--- config.mk ---
export PLATFORM = sky130hd
export DESIGN_NAME = bcd_bin_flat
export DESIGN_NICKNAME = d
export VERILOG_FILES = /design/src/rtl/bcd_bin_if.sv /design/src/rtl/bcd_bin.sv /design/src/flat_wrapper.sv
export SDC_FILE = /design/constraint.sdc
export NUM_CORES = 1
export LEC_CHECK = 0
export ABC_AREA = 0
export ABC_CLOCK_PERIOD_IN_PS = 2100
export CORE_UTILIZATION = 50
export DETAILED_ROUTE_END_ITERATION = 7
export PLACE_DENSITY = 0.86
export SYNTH_ARGS = -nofsm -noshare
export SYNTH_HDL_FRONTEND = slang
export SYNTH_SLANG_ARGS = --single-unit
--- constraint.sdc ---
create_clock -name clk_i -period 2.1 [get_ports clk_i]
set_input_delay 0.525 -clock clk_i [delete_from_list [all_inputs] [get_ports clk_i]]
set_output_delay 0.525 -clock clk_i [all_outputs]
set_load 0.02 [all_outputs]
--- src/rtl/bcd_bin_if.sv ---
`default_nettype none
// +----------------------------------------------------------------------+
// | Module   : bcd_bin_if                                                |
// | Purpose  : Request/result bundle for the BCD-to-binary converter.    |
// |            The requester drives start_i/bcd_i. The converter         |
// |            returns bin_o, valid_o, busy_o and err_o.                 |
// | Signals  : start_i  1   conversion request                           |
// |            bcd_i   24   six packed BCD digits                        |
// |            bin_o   20   binary result                                |
// |            valid_o  1   one-cycle completion pulse                   |
// |            busy_o   1   conversion in progress                       |
// |            err_o    1   last accepted request had a digit > 9        |
// | Revision : 1.0  initial release                                      |
// +----------------------------------------------------------------------+
interface bcd_bin_if;
  logic        start_i;
  logic [23:0] bcd_i;
  logic [19:0] bin_o;
  logic        valid_o;
  logic        busy_o;
  logic        err_o;

  modport master (
    output start_i, bcd_i,
    input  bin_o, valid_o, busy_o, err_o
  );

  modport slave (
    input  start_i, bcd_i,
    output bin_o, valid_o, busy_o, err_o
  );
endinterface
`default_nettype wire

--- src/rtl/bcd_bin.sv ---
`default_nettype none
// +----------------------------------------------------------------------+
// | Module   : bcd_bin                                                   |
// | Purpose  : Six-digit BCD to 20-bit binary converter. It uses         |
// |            iterative reverse double-dabble, one bit per cycle, and   |
// |            takes 20 cycles for each conversion.                      |
// | Ports    : clk_i   in   1  clock, rising edge                        |
// |            rst_i   in   1  synchronous reset, active-high            |
// |            bus     slave   bcd_bin_if (start_i, bcd_i in;            |
// |                            bin_o, valid_o, busy_o, err_o out)        |
// | Revision : 1.0  initial release                                      |
// +----------------------------------------------------------------------+
module bcd_bin (
  input  wire         clk_i,
  input  wire         rst_i,
  bcd_bin_if.slave    bus
);

  localparam int          NUM_DIGITS = 6;
  localparam logic [4:0]  LAST_ITER  = 5'd19;

  typedef enum logic [1:0] {
    IDLE  = 2'd0,
    SHIFT = 2'd1,
    DONE  = 2'd2
  } state_t;

  state_t      state_q, state_d;
  logic [43:0] work_q, work_d;
  logic [4:0]  cnt_q, cnt_d;
  logic [19:0] bin_q, bin_d;
  logic        err_q, err_d;

  logic [43:0] work_shifted;
  logic [43:0] work_step;
  logic [NUM_DIGITS-1:0] digit_bad;

  // One reverse double-dabble step: shift right, then correct each BCD field.
  // A field of 8 or more means the bit that just moved in from the next digit
  // up is worth 10 in this digit, not 16. Subtracting 3 rescales it
  // (16/2 = 8 -> 10/2 = 5), so the field stays within 0..9 and cannot borrow
  // across digits.
  assign work_shifted = {1'b0, work_q[43:1]};
  assign work_step[19:0] = work_shifted[19:0];

  for (genvar g = 0; g < NUM_DIGITS; g++) begin : g_fix
    assign work_step[20+4*g +: 4] = (work_shifted[20+4*g +: 4] >= 4'd8)
                                  ? work_shifted[20+4*g +: 4] - 4'd3
                                  : work_shifted[20+4*g +: 4];
  end

  for (genvar g = 0; g < NUM_DIGITS; g++) begin : g_chk
    assign digit_bad[g] = (bus.bcd_i[4*g +: 4] > 4'd9);
  end

  always_comb begin
    state_d = state_q;
    work_d  = work_q;
    cnt_d   = cnt_q;
    bin_d   = bin_q;
    err_d   = err_q;

    case (state_q)
      IDLE: begin
        if (bus.start_i) begin
          if (|digit_bad) begin
            // A malformed request completes at once with a zero result.
            state_d = DONE;
            err_d   = 1'b1;
            bin_d   = 20'd0;
          end else begin
            state_d = SHIFT;
            work_d  = {bus.bcd_i, 20'd0};
            cnt_d   = 5'd0;
            err_d   = 1'b0;
          end
        end
      end
      SHIFT: begin
        work_d = work_step;
        cnt_d  = cnt_q + 5'd1;
        if (cnt_q == LAST_ITER) begin
          state_d = DONE;
          bin_d   = work_step[19:0];
        end
      end
      DONE: begin
        state_d = IDLE;
      end
      default: begin
        state_d = IDLE;
      end
    endcase
  end

  always_ff @(posedge clk_i) begin
    if (rst_i) begin
      state_q <= IDLE;
      work_q  <= 44'd0;
      cnt_q   <= 5'd0;
      bin_q   <= 20'd0;
      err_q   <= 1'b0;
    end else begin
      state_q <= state_d;
      work_q  <= work_d;
      cnt_q   <= cnt_d;
      bin_q   <= bin_d;
      err_q   <= err_d;
    end
  end

  assign bus.bin_o   = bin_q;
  assign bus.err_o   = err_q;
  assign bus.busy_o  = (state_q == SHIFT);
  assign bus.valid_o = (state_q == DONE);

endmodule
`default_nettype wire
--- src/flat_wrapper.sv ---
// flat-port wrapper written by rule: the top's interface ports become plain ports
module bcd_bin_flat 
  (clk_i, rst_i, bus_start_i, bus_bcd_i, bus_bin_o, bus_valid_o, bus_busy_o, bus_err_o);
  bcd_bin_if bus_i ();
  input  wire clk_i;
  input  wire rst_i;
  input wire logic [$bits(bus_i.start_i)-1:0] bus_start_i;
  input wire logic [$bits(bus_i.bcd_i)-1:0] bus_bcd_i;
  output wire logic [$bits(bus_i.bin_o)-1:0] bus_bin_o;
  output wire logic [$bits(bus_i.valid_o)-1:0] bus_valid_o;
  output wire logic [$bits(bus_i.busy_o)-1:0] bus_busy_o;
  output wire logic [$bits(bus_i.err_o)-1:0] bus_err_o;
  assign bus_i.start_i = bus_start_i;
  assign bus_i.bcd_i = bus_bcd_i;
  assign bus_bin_o = bus_i.bin_o;
  assign bus_valid_o = bus_i.valid_o;
  assign bus_busy_o = bus_i.busy_o;
  assign bus_err_o = bus_i.err_o;
  bcd_bin u_core (.clk_i(clk_i), .rst_i(rst_i), .bus(bus_i));
endmodule
==> run_results.csv <==
group,metric,value,unit
setup_path,critical_path_class,"in2reg",
sta,fin_crit,2.009,ns
global_route,grt_max_degree,53,
setup_path,crit_family,"buffers and inverters",
setup_path,reg2reg_depth,6,
placement,place.gp.congestion,0.8497,
yosys,ys_warn_count,0,
clock_tree,cts_max_level,3,
routing,avgViaCountPerCell,5.651,
yosys,synthCells,364,
sta,setup_viol,0,
floorplanning,dieArea,6702,µm²
hold_path,holdPathEnd,"u_core.bus.bin_o[6]$_SDFFE_PP0P_",
yosys,synthesis.area,3189,µm²
floorplanning,core,6026,µm²
global_route,grt_use_total,0.2453,
sta,tns,0,ns
setup_path,setup.worst_path.start_class,"input pin",
yosys,syn_nets,402,
run_status,status,"completed",
floorplanning,start_util,0.5293,
floorplanning,die_h,81.87,µm
sta,rsz0062_at_grt,"no",
yosys,yosysSeqAreaShare,0.4457,
routing,dr.pass1.iters,4,
cells_and_area,final_cell_mix,"70 x dfxtp_1, 49 x nand2_1, 47 x clkdlybuf4s50_1",
sta,tightest_slew,0.5939,ns
pwr,total_power,0.002754,W
routing,wl,7778,µm
setup_path,required,2.38,ns
routing,via_count,2944,
pwr,peakVddDrop,0.5539,mV
clock_tree,postCtsSetupBuffers,0,
setup_path,path_common_cell,"buf_4",
clock_tree,clk_pin_slew,0.08,ns
yosys,yosysTopAreaCellShare,0.4457,
clock_tree,clkSinkCount,71,
clock_tree,cts-buffers-inserted,9,
routing,routedWlPerCell,14.93,µm
global_route,grt_pass1_vias,2803,
placement,hpwl,5396,µm
clock_tree,cts_hold_buf,0,
floorplanning,io_pins,50,
global_route,overflow,0,
routing,drt_first_iter_violations,173,
setup_path,slowest_stage,"clkdlybuf4s50_1",
hold_path,hold_path_class,"reg2reg",
clock_tree,cts_root_buf,"clkbuf_8",
setup_path,rr_endpoint,"u_core.bus.bin_o[0]$_SDFFE_PP0P_",
setup_path,cpPeakStageDelay,0.42,ns
placement,placed_cell_area,3954,µm²
cells_and_area,postLayoutCoreUtil,0.6904,
clock_tree,clock_latency,0.35,ns
yosys,yosys.area.top_type,"dfxtp_1",
sta,slew_violations,0,
cells_and_area,nets,479,
sta,relSlewSlack,0.6014,
setup_path,r2r-start,"u_core.cnt_q[0]$_SDFFE_PP0P_",
pwr,powerDensity,662.0,nW/µm²
routing,antenna_left,0,
cells_and_area,final_area,4160,µm²
cells_and_area,insertedDiodeCount,0,
floorplanning,fp.dieW,81.87,µm
placement,portBuffers,49,
sta,hold_viol_final,0,
setup_path,crit_chain,"clkdlybuf4s50_1 > o21ai_1 > nand2_1 > buf_4 > o41ai_4 > buf_4 > o211ai_1 > a21oi_1",
pwr,p_leak,1.478,nW
setup_path,regToRegSetupSlack,0.16,ns
cells_and_area,drive_above_1_share,0.1592,
clock_tree,clock_path_buffers,2,
clock_tree,cts_tree,"built",
hold_path,min-delay-start,"u_core.bus.bin_o[6]$_SDFFE_PP0P_",
setup_path,cp-end-kind,"register",
run,drv_cap,0,
global_route,grt_pass1_wl,12560,µm
yosys,synthTopCellsByArea,"dfxtp_1 45%, a21oi_1 5.8%, nand2_1 5.8%, a22oi_1 4.7%, o211ai_1 4.7%",
sta,fmax,497.7,MHz
yosys,synth.avg_cell_area,8.762,µm²
routing,drc,0,
setup_path,path_buf_inv,3,
sta,finClkSkew,0.009571,ns
yosys,yosysUniqueCellTypes,38,
setup_path,cp_max_fo,10,
global_route,antenna_found_initial,0,
yosys,synth-seq-cells,71,
sta,fin_crit_sh,0.9567,
setup_path,cp.arrival,2.28,ns
floorplanning,num_rows,28,
cells_and_area,layout_commonest_cell,"dfxtp_1",
hold_path,hold_depth,2,
cells_and_area,layout-area-overhead-vs-synth,30.44,%
[Yosys cell counts]
master and number:
nor2_1 33, nand2_1 49, o41a_1 1, o221a_2 5, a22o_1 12, a211oi_1 1, and4_1 1, nand3_1 7
or2_2 1, ha_1 11, nor3_1 2, xnor2_1 10, dfxtp_1 71, o211ai_1 20, a221oi_1 5, nor4_2 1
buf_4 1, nand2b_1 2, buf_2 3, mux2i_1 3, or3_1 3, o31ai_1 1, nor2_4 2, a22oi_1 20
clkbuf_1 15, inv_1 18, a21oi_1 37, o41ai_4 1, or2_1 1, and2_1 1, nor2b_1 6, o21ai_0 6
a32oi_1 1, buf_6 3, inv_2 1, or4b_4 1, o21ai_1 7, nand4_2 1
[layer usage]
layer / part of all wire / wire, µm / GRT usage
met1: 0.45 / 3516 / 0.2962
met4: 0.0096 / 75 / 0.07544
met5: 0 / 0 / 0
met2: 0.48 / 3698 / 0.4256
met3: 0.063 / 488 / 0.06000
[cell type report]
class                   instances  area, µm²
clock buffers                  10      127.6
well taps                      75      93.84
flip-flops and latches         71       1423
repair buffers                 88      780.7
inverters                      19      71.32
clock inverters                 6      68.82
multi-input cells             252       1595
fillers                       476       1866
[logic make-up (layout without fill, tap and decap cells)]
logic type	count (synthesis)	count (layout)	synth area share
and+or+nand+nor	111	111	0.1601
muxes	3	3	0.009416
adders and majority gates	11	11	0.04315
AOI/OAI and AO/OA	117	117	0.2566
xor gates and xnor gates	10	10	0.02746
DFF	71	71	0.4457
buffers and inverters	41	123	0.05766
[through the flow]
stage	hold slack [ns]	worst slack, ns	instances
final	0.4607	0.09089	521
after global placement	0.4452	-0.2492	505
after detailed placement	0.4525	-0.3387	505
after global routing	0.4824	0.006631	521
after CTS	0.4638	0.02664	521
after floorplan	0.4450	0.2047	364
[power by group]
part	internal, W	total (W)	switching [W]
clock network	0.000557	0.00109	0.000536
registers	0.00136	0.00138	0.0000207
logic	0.000138	0.000277	0.000139
[repair_timing]
item / in CTS / in global routing
endpoints found under the setup margin: 2 / 24
pin swaps: 0 / 0
gates resized for setup: 3 / 3
[sequential cells by signal (all words and copies together) (netlist names)]
signal            cells
u_core.bus.err_o      1
u_core.state_q        2
u_core.work_q        43
u_core.bus.bin_o     20
u_core.cnt_q          5
[how the worst max path moves through the flow]
stage	startpoint	end	slack [ns]	cells past startpoint
after floorplan	bus_bcd_i[10]	u_core.work_q[43]$_SDFFE_PP0P_	0.20	7
after global placement	bus_bcd_i[5]	u_core.cnt_q[4]$_SDFFE_PP0P_	-0.25	7
after detailed placement	bus_bcd_i[22]	u_core.cnt_q[3]$_SDFFE_PP0P_	-0.34	6
after CTS	bus_bcd_i[22]	u_core.cnt_q[3]$_SDFFE_PP0P_	0.03	6
after global routing	bus_bcd_i[1]	u_core.work_q[38]$_SDFFE_PP0P_	0.007	8
final	bus_bcd_i[2]	u_core.work_q[38]$_SDFFE_PP0P_	0.09	8
[worst register-to-register path, delay by kind of cell (launching register included)]
| family | cells | cell delay [ns] |
|---|---|---|
| simple gates | 3 | 1.06 |
| buf+inv | 1 | 0.06 |
| compound gates | 1 | 0.20 |
| flops | 1 | 0.39 |
| fa+ha+maj | 1 | 0.19 |
Power figures use the tool's default switching activity.
